[config.mk]
export PLATFORM = sky130hd
export DESIGN_NAME = apb_arb_manager_flat
export DESIGN_NICKNAME = d
export VERILOG_FILES = /design/src/rtl/apb_pkg.sv /design/src/rtl/apb_arb_manager_if.sv /design/src/rtl/rr_arbiter.sv /design/src/rtl/apb_arb_manager.sv /design/src/flat_wrapper.sv
export SDC_FILE = /design/constraint.sdc
export NUM_CORES = 1
export LEC_CHECK = 0
export CORE_ASPECT_RATIO = 0.5
export CORE_UTILIZATION = 35
export DETAILED_ROUTE_END_ITERATION = 12
export PLACE_DENSITY = 0.73
export SYNTH_ARGS = -nofsm -noshare
export SYNTH_HDL_FRONTEND = slang
export SYNTH_HIERARCHICAL = 1
export SYNTH_SLANG_ARGS = --single-unit
[constraint.sdc]
create_clock -name clk -period 2.3 [get_ports clk]
set_input_delay 0.23 -clock clk [delete_from_list [all_inputs] [get_ports clk]]
set_output_delay 0.23 -clock clk [all_outputs]
set_load 0.01 [all_outputs]
[src/rtl/apb_pkg.sv]
// Shared types for the APB arbitrating manager: FSM state
// encoding and PPROT bit positions.
package apb_pkg;

    typedef enum logic [1:0] {
        IDLE   = 2'd0,
        SETUP  = 2'd1,
        ACCESS = 2'd2,
        RESP   = 2'd3
    } apb_state_e;

    localparam int ProtWidth  = 4;
    localparam int PROT_PRIV  = 0;
    localparam int PROT_NSEC  = 1;
    localparam int PROT_INSTR = 2;

endpackage

[src/rtl/apb_arb_manager_if.sv]
// APB bus bundle between one manager and its completers.
// The manager drives the request side, completers return ready/data/error.
interface apb_arb_manager_if
    import apb_pkg::*;
#(
    parameter int AddrWidth = 32,
    parameter int DataWidth = 32,
    parameter int PrphNum   = 4
);

    logic [AddrWidth-1:0]   addr;
    logic [ProtWidth-1:0]   prot;
    logic [PrphNum-1:0]     selectors;
    logic                   enable;
    logic                   write;
    logic [DataWidth-1:0]   wData;
    logic [DataWidth/8-1:0] strb;
    logic                   ready;
    logic [DataWidth-1:0]   rData;
    logic                   slvError;

    modport master (
        output addr, prot, selectors, enable,
        output write, wData, strb,
        input  ready, rData, slvError
    );

    modport slave (
        input  addr, prot, selectors, enable,
        input  write, wData, strb,
        output ready, rData, slvError
    );

endinterface

[src/rtl/rr_arbiter.sv]
// Round-robin arbiter: grants the first request at or after the
// pointer (wrapping) and advances the pointer past each grant.
module rr_arbiter #(
    parameter int  ReqNum = 2,
    localparam int PtrW   = (ReqNum > 1) ? $clog2(ReqNum) : 1
) (
    input  logic              clk,
    input  logic              nReset,
    input  logic [ReqNum-1:0] i_req,
    input  logic              i_en,
    output logic [ReqNum-1:0] o_grant,
    output logic [PtrW-1:0]   o_idx,
    output logic              o_any
);

    logic [PtrW-1:0] r_ptr;

    function automatic logic [PtrW-1:0] wrap(input int v);
        return PtrW'(v % ReqNum);
    endfunction

    always_comb begin
        o_grant = '0;
        o_idx   = '0;
        o_any   = 1'b0;
        for (int k = 0; k < ReqNum; k++) begin
            if (!o_any && i_req[wrap(int'(r_ptr) + k)]) begin
                o_any = 1'b1;
                o_idx = wrap(int'(r_ptr) + k);
            end
        end
        if (o_any) begin
            o_grant[o_idx] = 1'b1;
        end
    end

    always_ff @(posedge clk or negedge nReset) begin
        if (!nReset) begin
            r_ptr <= '0;
        end else if (i_en && o_any) begin
            r_ptr <= wrap(int'(o_idx) + 1);
        end
    end

endmodule

[src/rtl/apb_arb_manager.sv]
// APB manager shared by ReqNum requesters: RR grant, address decode,
// SETUP/ACCESS sequencing. Define APB_TIMEOUT_EN to bound ACCESS waits.
module apb_arb_manager
    import apb_pkg::*;
#(
    parameter int AddrWidth     = 32,
    parameter int DataWidth     = 32,
    parameter int PrphNum       = 4,
    parameter int ReqNum        = 2,
    parameter int PrphSelLsb    = 12,
    parameter int TimeoutCycles = 16
) (
    input  logic                                  clk,
    input  logic                                  nReset,
    input  logic [ReqNum-1:0]                     reqValid,
    input  logic [ReqNum-1:0][AddrWidth-1:0]      reqAddr,
    input  logic [ReqNum-1:0]                     reqWrite,
    input  logic [ReqNum-1:0][DataWidth-1:0]      reqWData,
    input  logic [ReqNum-1:0][DataWidth/8-1:0]    reqStrb,
    input  logic [ReqNum-1:0][ProtWidth-1:0]      reqProt,
    output logic [ReqNum-1:0]                     reqAck,
    output logic [ReqNum-1:0]                     rspValid,
    output logic [DataWidth-1:0]                  rspRData,
    output logic                                  rspError,
    apb_arb_manager_if.master                     apb
);

    localparam int PtrW = (ReqNum > 1) ? $clog2(ReqNum) : 1;
    localparam int SelW = (PrphNum > 1) ? $clog2(PrphNum) : 1;

    apb_state_e             r_state;
    logic [PtrW-1:0]        r_gidx;
    logic [AddrWidth-1:0]   r_addr;
    logic [ProtWidth-1:0]   r_prot;
    logic [PrphNum-1:0]     r_sel;
    logic                   r_en;
    logic                   r_write;
    logic [DataWidth-1:0]   r_wdata;
    logic [DataWidth/8-1:0] r_strb;
    logic [ReqNum-1:0]      r_rspv;
    logic [DataWidth-1:0]   r_rdata;
    logic                   r_err;

    logic [ReqNum-1:0]      w_grant;
    logic [PtrW-1:0]        w_gidx;
    logic                   w_any;
    logic                   w_idle;
    logic [SelW-1:0]        w_sel;
    logic                   w_dec_ok;

`ifdef APB_TIMEOUT_EN
    localparam int ToW = $clog2(TimeoutCycles + 1);
    logic [ToW-1:0]         r_wait;
`endif

    assign w_idle = (r_state == IDLE);

    rr_arbiter #(
        .ReqNum (ReqNum)
    ) u_arb (
        .clk     (clk),
        .nReset  (nReset),
        .i_req   (reqValid),
        .i_en    (w_idle),
        .o_grant (w_grant),
        .o_idx   (w_gidx),
        .o_any   (w_any)
    );

    // Non-power-of-two PrphNum leaves index codes with no completer
    assign w_sel    = reqAddr[w_gidx][PrphSelLsb +: SelW];
    assign w_dec_ok = int'(w_sel) < PrphNum;

    // Ack is combinational so the grant cycle precedes SETUP
    assign reqAck = (w_idle && nReset) ? w_grant : '0;

    always_ff @(posedge clk or negedge nReset) begin
        if (!nReset) begin
            r_state <= IDLE;
            r_gidx  <= '0;
            r_addr  <= '0;
            r_prot  <= '0;
            r_sel   <= '0;
            r_en    <= 1'b0;
            r_write <= 1'b0;
            r_wdata <= '0;
            r_strb  <= '0;
            r_rspv  <= '0;
            r_rdata <= '0;
            r_err   <= 1'b0;
`ifdef APB_TIMEOUT_EN
            r_wait  <= '0;
`endif
        end else begin
            unique case (r_state)
                IDLE: begin
                    if (w_any) begin
                        r_gidx <= w_gidx;
                        if (w_dec_ok) begin
                            r_addr  <= reqAddr[w_gidx];
                            r_prot  <= reqProt[w_gidx];
                            r_write <= reqWrite[w_gidx];
                            r_wdata <= reqWrite[w_gidx] ?
                                       reqWData[w_gidx] : '0;
                            r_strb  <= reqWrite[w_gidx] ?
                                       reqStrb[w_gidx] : '0;
                            r_sel   <= PrphNum'(1) << w_sel;
                            r_en    <= 1'b0;
                            r_state <= SETUP;
                        end else begin
                            r_rspv  <= w_grant;
                            r_err   <= 1'b1;
                            r_rdata <= '0;
                            r_state <= RESP;
                        end
                    end
                end
                SETUP: begin
                    r_en    <= 1'b1;
                    r_state <= ACCESS;
`ifdef APB_TIMEOUT_EN
                    r_wait  <= '0;
`endif
                end
                ACCESS: begin
                    if (apb.ready) begin
                        r_sel   <= '0;
                        r_en    <= 1'b0;
                        r_rspv  <= ReqNum'(1) << r_gidx;
                        r_err   <= apb.slvError;
                        r_rdata <= (!r_write && !apb.slvError) ?
                                   apb.rData : '0;
                        r_state <= RESP;
                    end
`ifdef APB_TIMEOUT_EN
                    else if (r_wait == ToW'(TimeoutCycles - 1)) begin
                        r_sel   <= '0;
                        r_en    <= 1'b0;
                        r_rspv  <= ReqNum'(1) << r_gidx;
                        r_err   <= 1'b1;
                        r_rdata <= '0;
                        r_state <= RESP;
                    end else begin
                        r_wait  <= r_wait + 1'b1;
                    end
`endif
                end
                RESP: begin
                    r_rspv  <= '0;
                    r_err   <= 1'b0;
                    r_rdata <= '0;
                    r_state <= IDLE;
                end
                default: begin
                    r_state <= IDLE;
                end
            endcase
        end
    end

    assign rspValid      = r_rspv;
    assign rspRData      = r_rdata;
    assign rspError      = r_err;
    assign apb.addr      = r_addr;
    assign apb.prot      = r_prot;
    assign apb.selectors = r_sel;
    assign apb.enable    = r_en;
    assign apb.write     = r_write;
    assign apb.wData     = r_wdata;
    assign apb.strb      = r_strb;

endmodule

[src/flat_wrapper.sv]
// flat-port wrapper written by rule: the top's interface ports become plain ports
module apb_arb_manager_flat import apb_pkg::*;
#(
    parameter int AddrWidth     = 32,
    parameter int DataWidth     = 32,
    parameter int PrphNum       = 4,
    parameter int ReqNum        = 2,
    parameter int PrphSelLsb    = 12,
    parameter int TimeoutCycles = 16
)
  (clk, nReset, reqValid, reqAddr, reqWrite, reqWData, reqStrb, reqProt, reqAck, rspValid, rspRData, rspError, apb_addr, apb_prot, apb_selectors, apb_enable, apb_write, apb_wData, apb_strb, apb_ready, apb_rData, apb_slvError);
  apb_arb_manager_if #(.AddrWidth(AddrWidth), .DataWidth(DataWidth), .PrphNum(PrphNum)) apb_i ();
  input  logic clk;
  input  logic nReset;
  input  logic [ReqNum-1:0] reqValid;
  input  logic [ReqNum-1:0][AddrWidth-1:0] reqAddr;
  input  logic [ReqNum-1:0] reqWrite;
  input  logic [ReqNum-1:0][DataWidth-1:0] reqWData;
  input  logic [ReqNum-1:0][DataWidth/8-1:0] reqStrb;
  input  logic [ReqNum-1:0][ProtWidth-1:0] reqProt;
  output logic [ReqNum-1:0] reqAck;
  output logic [ReqNum-1:0] rspValid;
  output logic [DataWidth-1:0] rspRData;
  output logic rspError;
  output wire logic [$bits(apb_i.addr)-1:0] apb_addr;
  output wire logic [$bits(apb_i.prot)-1:0] apb_prot;
  output wire logic [$bits(apb_i.selectors)-1:0] apb_selectors;
  output wire logic [$bits(apb_i.enable)-1:0] apb_enable;
  output wire logic [$bits(apb_i.write)-1:0] apb_write;
  output wire logic [$bits(apb_i.wData)-1:0] apb_wData;
  output wire logic [$bits(apb_i.strb)-1:0] apb_strb;
  input wire logic [$bits(apb_i.ready)-1:0] apb_ready;
  input wire logic [$bits(apb_i.rData)-1:0] apb_rData;
  input wire logic [$bits(apb_i.slvError)-1:0] apb_slvError;
  assign apb_addr = apb_i.addr;
  assign apb_prot = apb_i.prot;
  assign apb_selectors = apb_i.selectors;
  assign apb_enable = apb_i.enable;
  assign apb_write = apb_i.write;
  assign apb_wData = apb_i.wData;
  assign apb_strb = apb_i.strb;
  assign apb_i.ready = apb_ready;
  assign apb_i.rData = apb_rData;
  assign apb_i.slvError = apb_slvError;
  apb_arb_manager #(.AddrWidth(AddrWidth), .DataWidth(DataWidth), .PrphNum(PrphNum), .ReqNum(ReqNum), .PrphSelLsb(PrphSelLsb), .TimeoutCycles(TimeoutCycles)) u_core (.clk(clk), .nReset(nReset), .reqValid(reqValid), .reqAddr(reqAddr), .reqWrite(reqWrite), .reqWData(reqWData), .reqStrb(reqStrb), .reqProt(reqProt), .reqAck(reqAck), .rspValid(rspValid), .rspRData(rspRData), .rspError(rspError), .apb(apb_i));
endmodule
==> run summary, run 1 <==
run status: completed
sequential share of the synthesized area: 57.8%
DR vias: 4521
Worst-Skew Late Latency: 400 ps
Post-CTS Hold Fix Bufs: 1
setup tns final: 0 ps
chip height: 87.1 um
Layout Skew: 8.55 ps
DR vias/cell: 4.75
power density over the cells: 1200 nW/um2
number of non-filler instances in the completed layout: 951
max-cap viol count: 0
Reg2Reg Setup Slack: 550 ps
Syn Area/Cell: 11.4 um2
# clock sinks: 117
die width: 172 um
pin count of the biggest net entering global routing: 47
placed cells: 918
Post-CTS Setup Inserts: 0
Antenna Cells: 0
Post-Synthesis Net Count: 635
endpoints failing hold: 0
fmax: 0.466 GHz
IR drop worst, VDD: 0.673 mV
top post-synthesis cells by area: dfrtp_1 (58%), mux2i_1 (14%), o21ai_0 (7.3%)
vias in the first global route: 4554
Nets: 935
Routed Antenna Nets: 0
R2R Path Start: u_core/r_state[0]
io pins: 299
fillers: 1070
DR iter-0 viols: 253
largest fanout on the critical path: 6
Avg WL per Cell: 17.1 um
Final GP Congestion: 0.804
Max-slew headroom: 61.1%
Core Region: 13900 um2
clk buf depth: 2
register bit total from synthesis: 117
H-tree depth: 4
post-DP HPWL: 12100 um
Mapped Area: 5060 um2
final core occ: 64.8%
crit path kind: flip-flop to output pin
Worst-Margin Slew: 584 ps
cts repair resizes: 0
clk slew on worst S/H paths: 60 ps
RSZ-0062 raised after global routing: no
period utilization: 93.3%
worst min path class: primary input to async pin
post-synth top area share: 57.8%
start point of the critical path: u_core/r_state[0]
CTS tree: done
CP Data Arrival Time: 1920 ps
drt pass-1 iters: 4
drt total wl: 16300 um
total CTS buffers: 17
post-synth cell types: 29
leading area contributor after synthesis: dfrtp_1
CP endpoint: reqAck[1]
# port buffers: 298
Yosys warning count: 6
initial antenna violation count: 0
fin crit period: 2150 ps
Synth Instances: 446
root buffer cell: clkbuf_16
layout cells sized above 1: 7.11%
grt ovf: 0
Slew Viols, Final: 0
leakage power: 3.96 nW
drc violations: 0
reg2reg end: u_core/apb.enable
GRT Total Usage: 21.6%
startpoint types: flip-flop
# rows: 30
crit end category: output pin
worst reg2reg path depth: 5
P&R area growth vs syn: 77.1%
first-pass GRT wire length: 24300 um
die area: 15000 um2
endpoints failing setup: 0
starting density of the core: 36.6%
worst path required time: 2070 ps
critical path: stages, from the launching register on:
cell,delay [ps]
dfrtp_1,420
inv_1,120
ha_1,260
and3_1,180
clkdlybuf4s50_1,540
cells in the final DEF, fill, tap and decap left out, types with 3 or more instances in the layout:
cell type        count
clkdlybuf4s50_1    297
dfrtp_1            117
nand2_1             78
o21ai_0             74
mux2i_1             72
a22o_1              34
clkbuf_16           17
buf_4                8
clkinv_4             6
buf_12               6
inv_1                5
ha_1                 5
mux2_2               4
bufinv_16            3
nand2b_1             3
power by group:
part	total, mW	switching (mW)	internal, mW	leakage, nW
combinational	4.59	2.07	2.53	2.14
clock	2.73	0.983	1.75	0.301
sequential	3.45	0.508	2.94	1.52
metrics by stage:
step	setup WS [ps]	instance area (um2)	power (mW)	hold WS [ps]
global placement	297	8340	7.99	49.8
detailed placement	222	8340	8.09	51.9
CTS	143	8970	10.9	164
floorplan	681	5060	5.36	-65.6
global route	58.8	8970	11.4	179
finish	154	8970	10.8	191
kinds of logic after synthesis:
kind of cell	Yosys count	share of synthesized area, %
AO/OA/AOI/OAI	120	14.9
flip-flops	117	57.8
AND/OR/NAND/NOR	91	7.46
multiplexers	77	15.3
buffers and inverters	36	3.26
adder cells (fa/ha/maj)	5	1.24
worst min path at each step:
stage | end | slack, ps | depth (start not counted)
after floorplan | u_core/apb.addr[0] | -70 | 0
after CTS | u_core/apb.addr[19] | 160 | 2
after global routing | u_core/apb.addr[19] | 180 | 2
after global placement | u_core/apb.addr[10] | 50 | 1
final | u_core/apb.addr[19] | 190 | 2
after detailed placement | u_core/apb.addr[19] | 50 | 1
synth_stat cells:
master,count
nor3_1,1
o31ai_1,1
buf_2,16
or3b_1,1
or2_1,1
a21o_1,1
a211oi_1,1
nand2_1,79
and3_1,2
a21boi_0,3
nand2b_1,3
and4b_1,1
o22a_1,1
ha_1,5
a22o_1,34
buf_6,1
a21oi_1,2
nor2_1,1
nand3_2,1
o2bb2ai_1,2
mux2i_1,73
a31oi_1,1
inv_1,5
nor2b_1,1
dfrtp_1,117
mux2_2,4
o21ai_0,74
clkbuf_1,12
clkbuf_2,2
layout make-up:
type	count	area [um2]	share of cell area (%)
clock inverter	14	178	1.98
inverter	5	18.8	0.209
clock buffer	18	439	4.90
timing repair buffer	312	3160	35.3
sequential	117	2930	32.6
tap	192	240	2.68
multi-input combinational	293	2000	22.3
routing by layer:
layer | wire length (um) | vias to the layer above | GRT usage, %
met5 | 0 | - | 0
met4 | 340 | 0 | 8.29
met3 | 645 | 27 | 4.91
met2 | 8530 | 118 | 38.2
met1 | 6750 | 2196 | 25.8
li1 | - | 2180 | -
flip-flops by register name, indices dropped and copies added (netlist names), 2 cells and up:
signal and flops:
u_core/apb.prot 4, u_core/apb.selectors 4, u_core/r_state 2, u_core/apb.wData 32
u_core/apb.addr 32, u_core/apb.strb 4, u_core/rspValid 2, u_core/rspRData 32
(Power assumes the default switching activity.)
==> inputs of run 2 (changes only) <==
- CORE_UTILIZATION: 35 -> 38
- GPL_ROUTABILITY_DRIVEN: not set -> 1
- PLACE_DENSITY: 0.73 -> 0.79
==> run 2 against run 1 <==
The run now ends with design-rule violations left. Register-to-register slack worse by 170 ps. Critical path depth is the same. Largest cell class unchanged. Setup slack lost 11 ps. Critical endpoint is now reqAck[0]. Sequential power about the same. First-iteration DRC count decreased by 6.7%. Clock power decreased by 2%. Largest power group unchanged.
==> run summary, run 2 (same netlist as run 1, synthesis figures left out) <==
Layout Skew: 10.1 ps (was 8.55 ps)
P&R area growth vs syn: 76.2% (was 77.1%)
layout cells sized above 1: 6.98% (was 7.11%)
Antenna Cells: 0 (unchanged)
# rows: 29 (was 30)
failing checks: design-rule violations
GRT Total Usage: 24.3% (was 21.6%)
CTS tree: done (unchanged)
total power: 10.7 mW (was 10.8 mW)
# port buffers: 298 (unchanged)
DR iter-0 viols: 236 (was 253)
fillers: 954 (was 1070)
largest fanout on the critical path: 6 (unchanged)
clk buf depth: 2 (unchanged)
most common cell after layout, fill and taps aside: clkdlybuf4s50_1 (unchanged)
Slew Viols, Final: 0 (unchanged)
Worst path max stage delay: 540 ps (about the same)
DR vias: 4503 (was 4521)
dpl ws: 263 ps (was 222 ps)
run status: complete, but fails checks (was completed)
Critical path buffers and inverters: 2 (unchanged)
Avg WL per Cell: 17.4 um (was 17.1 um)
io pins: 299 (unchanged)
drt total wl: 16200 um (was 16300 um)
chip height: 83.6 um (was 87.1 um)
vias in the first global route: 4777 (was 4554)
crit path kind: flip-flop to output pin (unchanged)
max-cap viol count: 0 (unchanged)
clk slew on worst S/H paths: 60 ps (about the same)
most frequent cells in the layout: clkdlybuf4s50_1 (297), dfrtp_1 (117), nand2_1 (78) (unchanged)
grt ovf: 0 (unchanged)
fin crit period: 2160 ps (was 2150 ps)
CP Data Arrival Time: 1930 ps (was 1920 ps)
worst min path class: primary input to async pin (unchanged)
period utilization: 93.7% (was 93.3%)
startpoint types: flip-flop (unchanged)
leakage power: 3.95 nW (was 3.96 nW)
pin count of the biggest net entering global routing: 52 (was 47)
Worst-Margin Slew: 680 ps (was 584 ps)
IR drop worst, VDD: 0.669 mV (was 0.673 mV)
placed cells: 896 (was 918)
Worst-Skew Late Latency: 400 ps (about the same)
CP max-delay cell: clkdlybuf4s50_1 (unchanged)
root buffer cell: clkbuf_16 (unchanged)
total CTS buffers: 17 (unchanged)
die area: 13800 um2 (was 15000 um2)
Routed Antenna Nets: 0 (unchanged)
Nets: 935 (unchanged)
crit end category: output pin (unchanged)
endpoints failing hold: 0 (unchanged)
Reg2Reg Setup Slack: 380 ps (was 550 ps)
setup tns final: 0 ps (unchanged)
cts repair resizes: 0 (unchanged)
initial antenna violation count: 0 (unchanged)
drc violations: 16 (was 0)
fmax: 0.464 GHz (was 0.466 GHz)
RSZ-0062 raised after global routing: no (unchanged)
endpoints failing setup: 0 (unchanged)
die width: 165 um (was 172 um)
worst path required time: 2070 ps (about the same)
post-DP HPWL: 12200 um (was 12100 um)
Final GP Congestion: 0.847 (was 0.804)
# clock sinks: 117 (unchanged)
starting density of the core: 39.4% (was 36.6%)
first-pass GRT wire length: 25600 um (was 24300 um)
CP top delay family: buffers and inverters (unchanged)
number of non-filler instances in the completed layout: 929 (was 951)
H-tree depth: 4 (unchanged)
final core occ: 69.5% (was 64.8%)
Worst Slack Setup Final: 144 ps (was 154 ps)
Core Region: 12800 um2 (was 13900 um2)
DR vias/cell: 4.85 (was 4.75)
power density over the cells: 1200 nW/um2 (about the same)
CP Cell Sequence: inv_1, ha_1, and3_1, clkdlybuf4s50_1 (unchanged)
drt pass-1 iters: 8 (was 4)
Max-slew headroom: 54.7% (was 61.1%)
-- run 2: cell type report --
type	count	area, um2	share of cell area, %
clock inverters	12	154	1.72
flip-flops and latches	117	2930	32.8
well taps	170	213	2.38
inverters	5	18.8	0.210
multi-input cells	293	2000	22.4
clock buffers	20	457	5.12
repair buffers	312	3150	35.3
-- run 2: report_power, final --
part	switching [mW]	total (mW)	internal (mW)
Combinational	2.08	4.57	2.50
Clock	0.924	2.68	1.76
Sequential	0.520	3.47	2.95
Total	3.52	10.7	7.20
-- run 2: per-layer routing --
metal | track usage [%] | part of all wire [%] | up-vias
met4 | 9.67 | 2.5 | 0
met1 | 31.0 | 42 | 2172
met3 | 4.22 | 3.9 | 26
li1 | - | - | 2173
met5 | 0 | 0 | -
met2 | 41.0 | 51 | 132
-- run 2: timing repair --
action	in CTS	in global routing
endpoints found under the hold margin	16	0
setup buffers	0	0
hold buffers	1	0
-- run 2: worst paths after layout --
kind,from,end,depth (start not counted)
worst max-delay path,u_core/r_state[1],reqAck[0],4
worst min-delay path,nReset,u_core/rspRData[19],2
worst max register to register,u_core/r_state[0],u_core/rspRData[22],5
worst min register to register,u_core/apb.addr[30],u_core/apb.addr[30],2
max in group asynchronous,nReset,u_core/rspValid[0],3
min in group clk,apb_rData[9],u_core/rspRData[9],2
-- run 2: through the flow --
step           area, um2  hold slack [ps]
2_1_floorplan       5060            -65.6
3_3_place_gp        8300              116
3_5_place_dp        8300              119
4_1_cts             8920              250
5_1_grt             8920              272
6_report            8920              255
-- run 2: worst reg2reg max path: stages, from the launching register on --
cell and delay, ps:
dfrtp_1 420, inv_1 120, ha_1 370, mux2i_4 490, buf_4 290, a22o_1 180
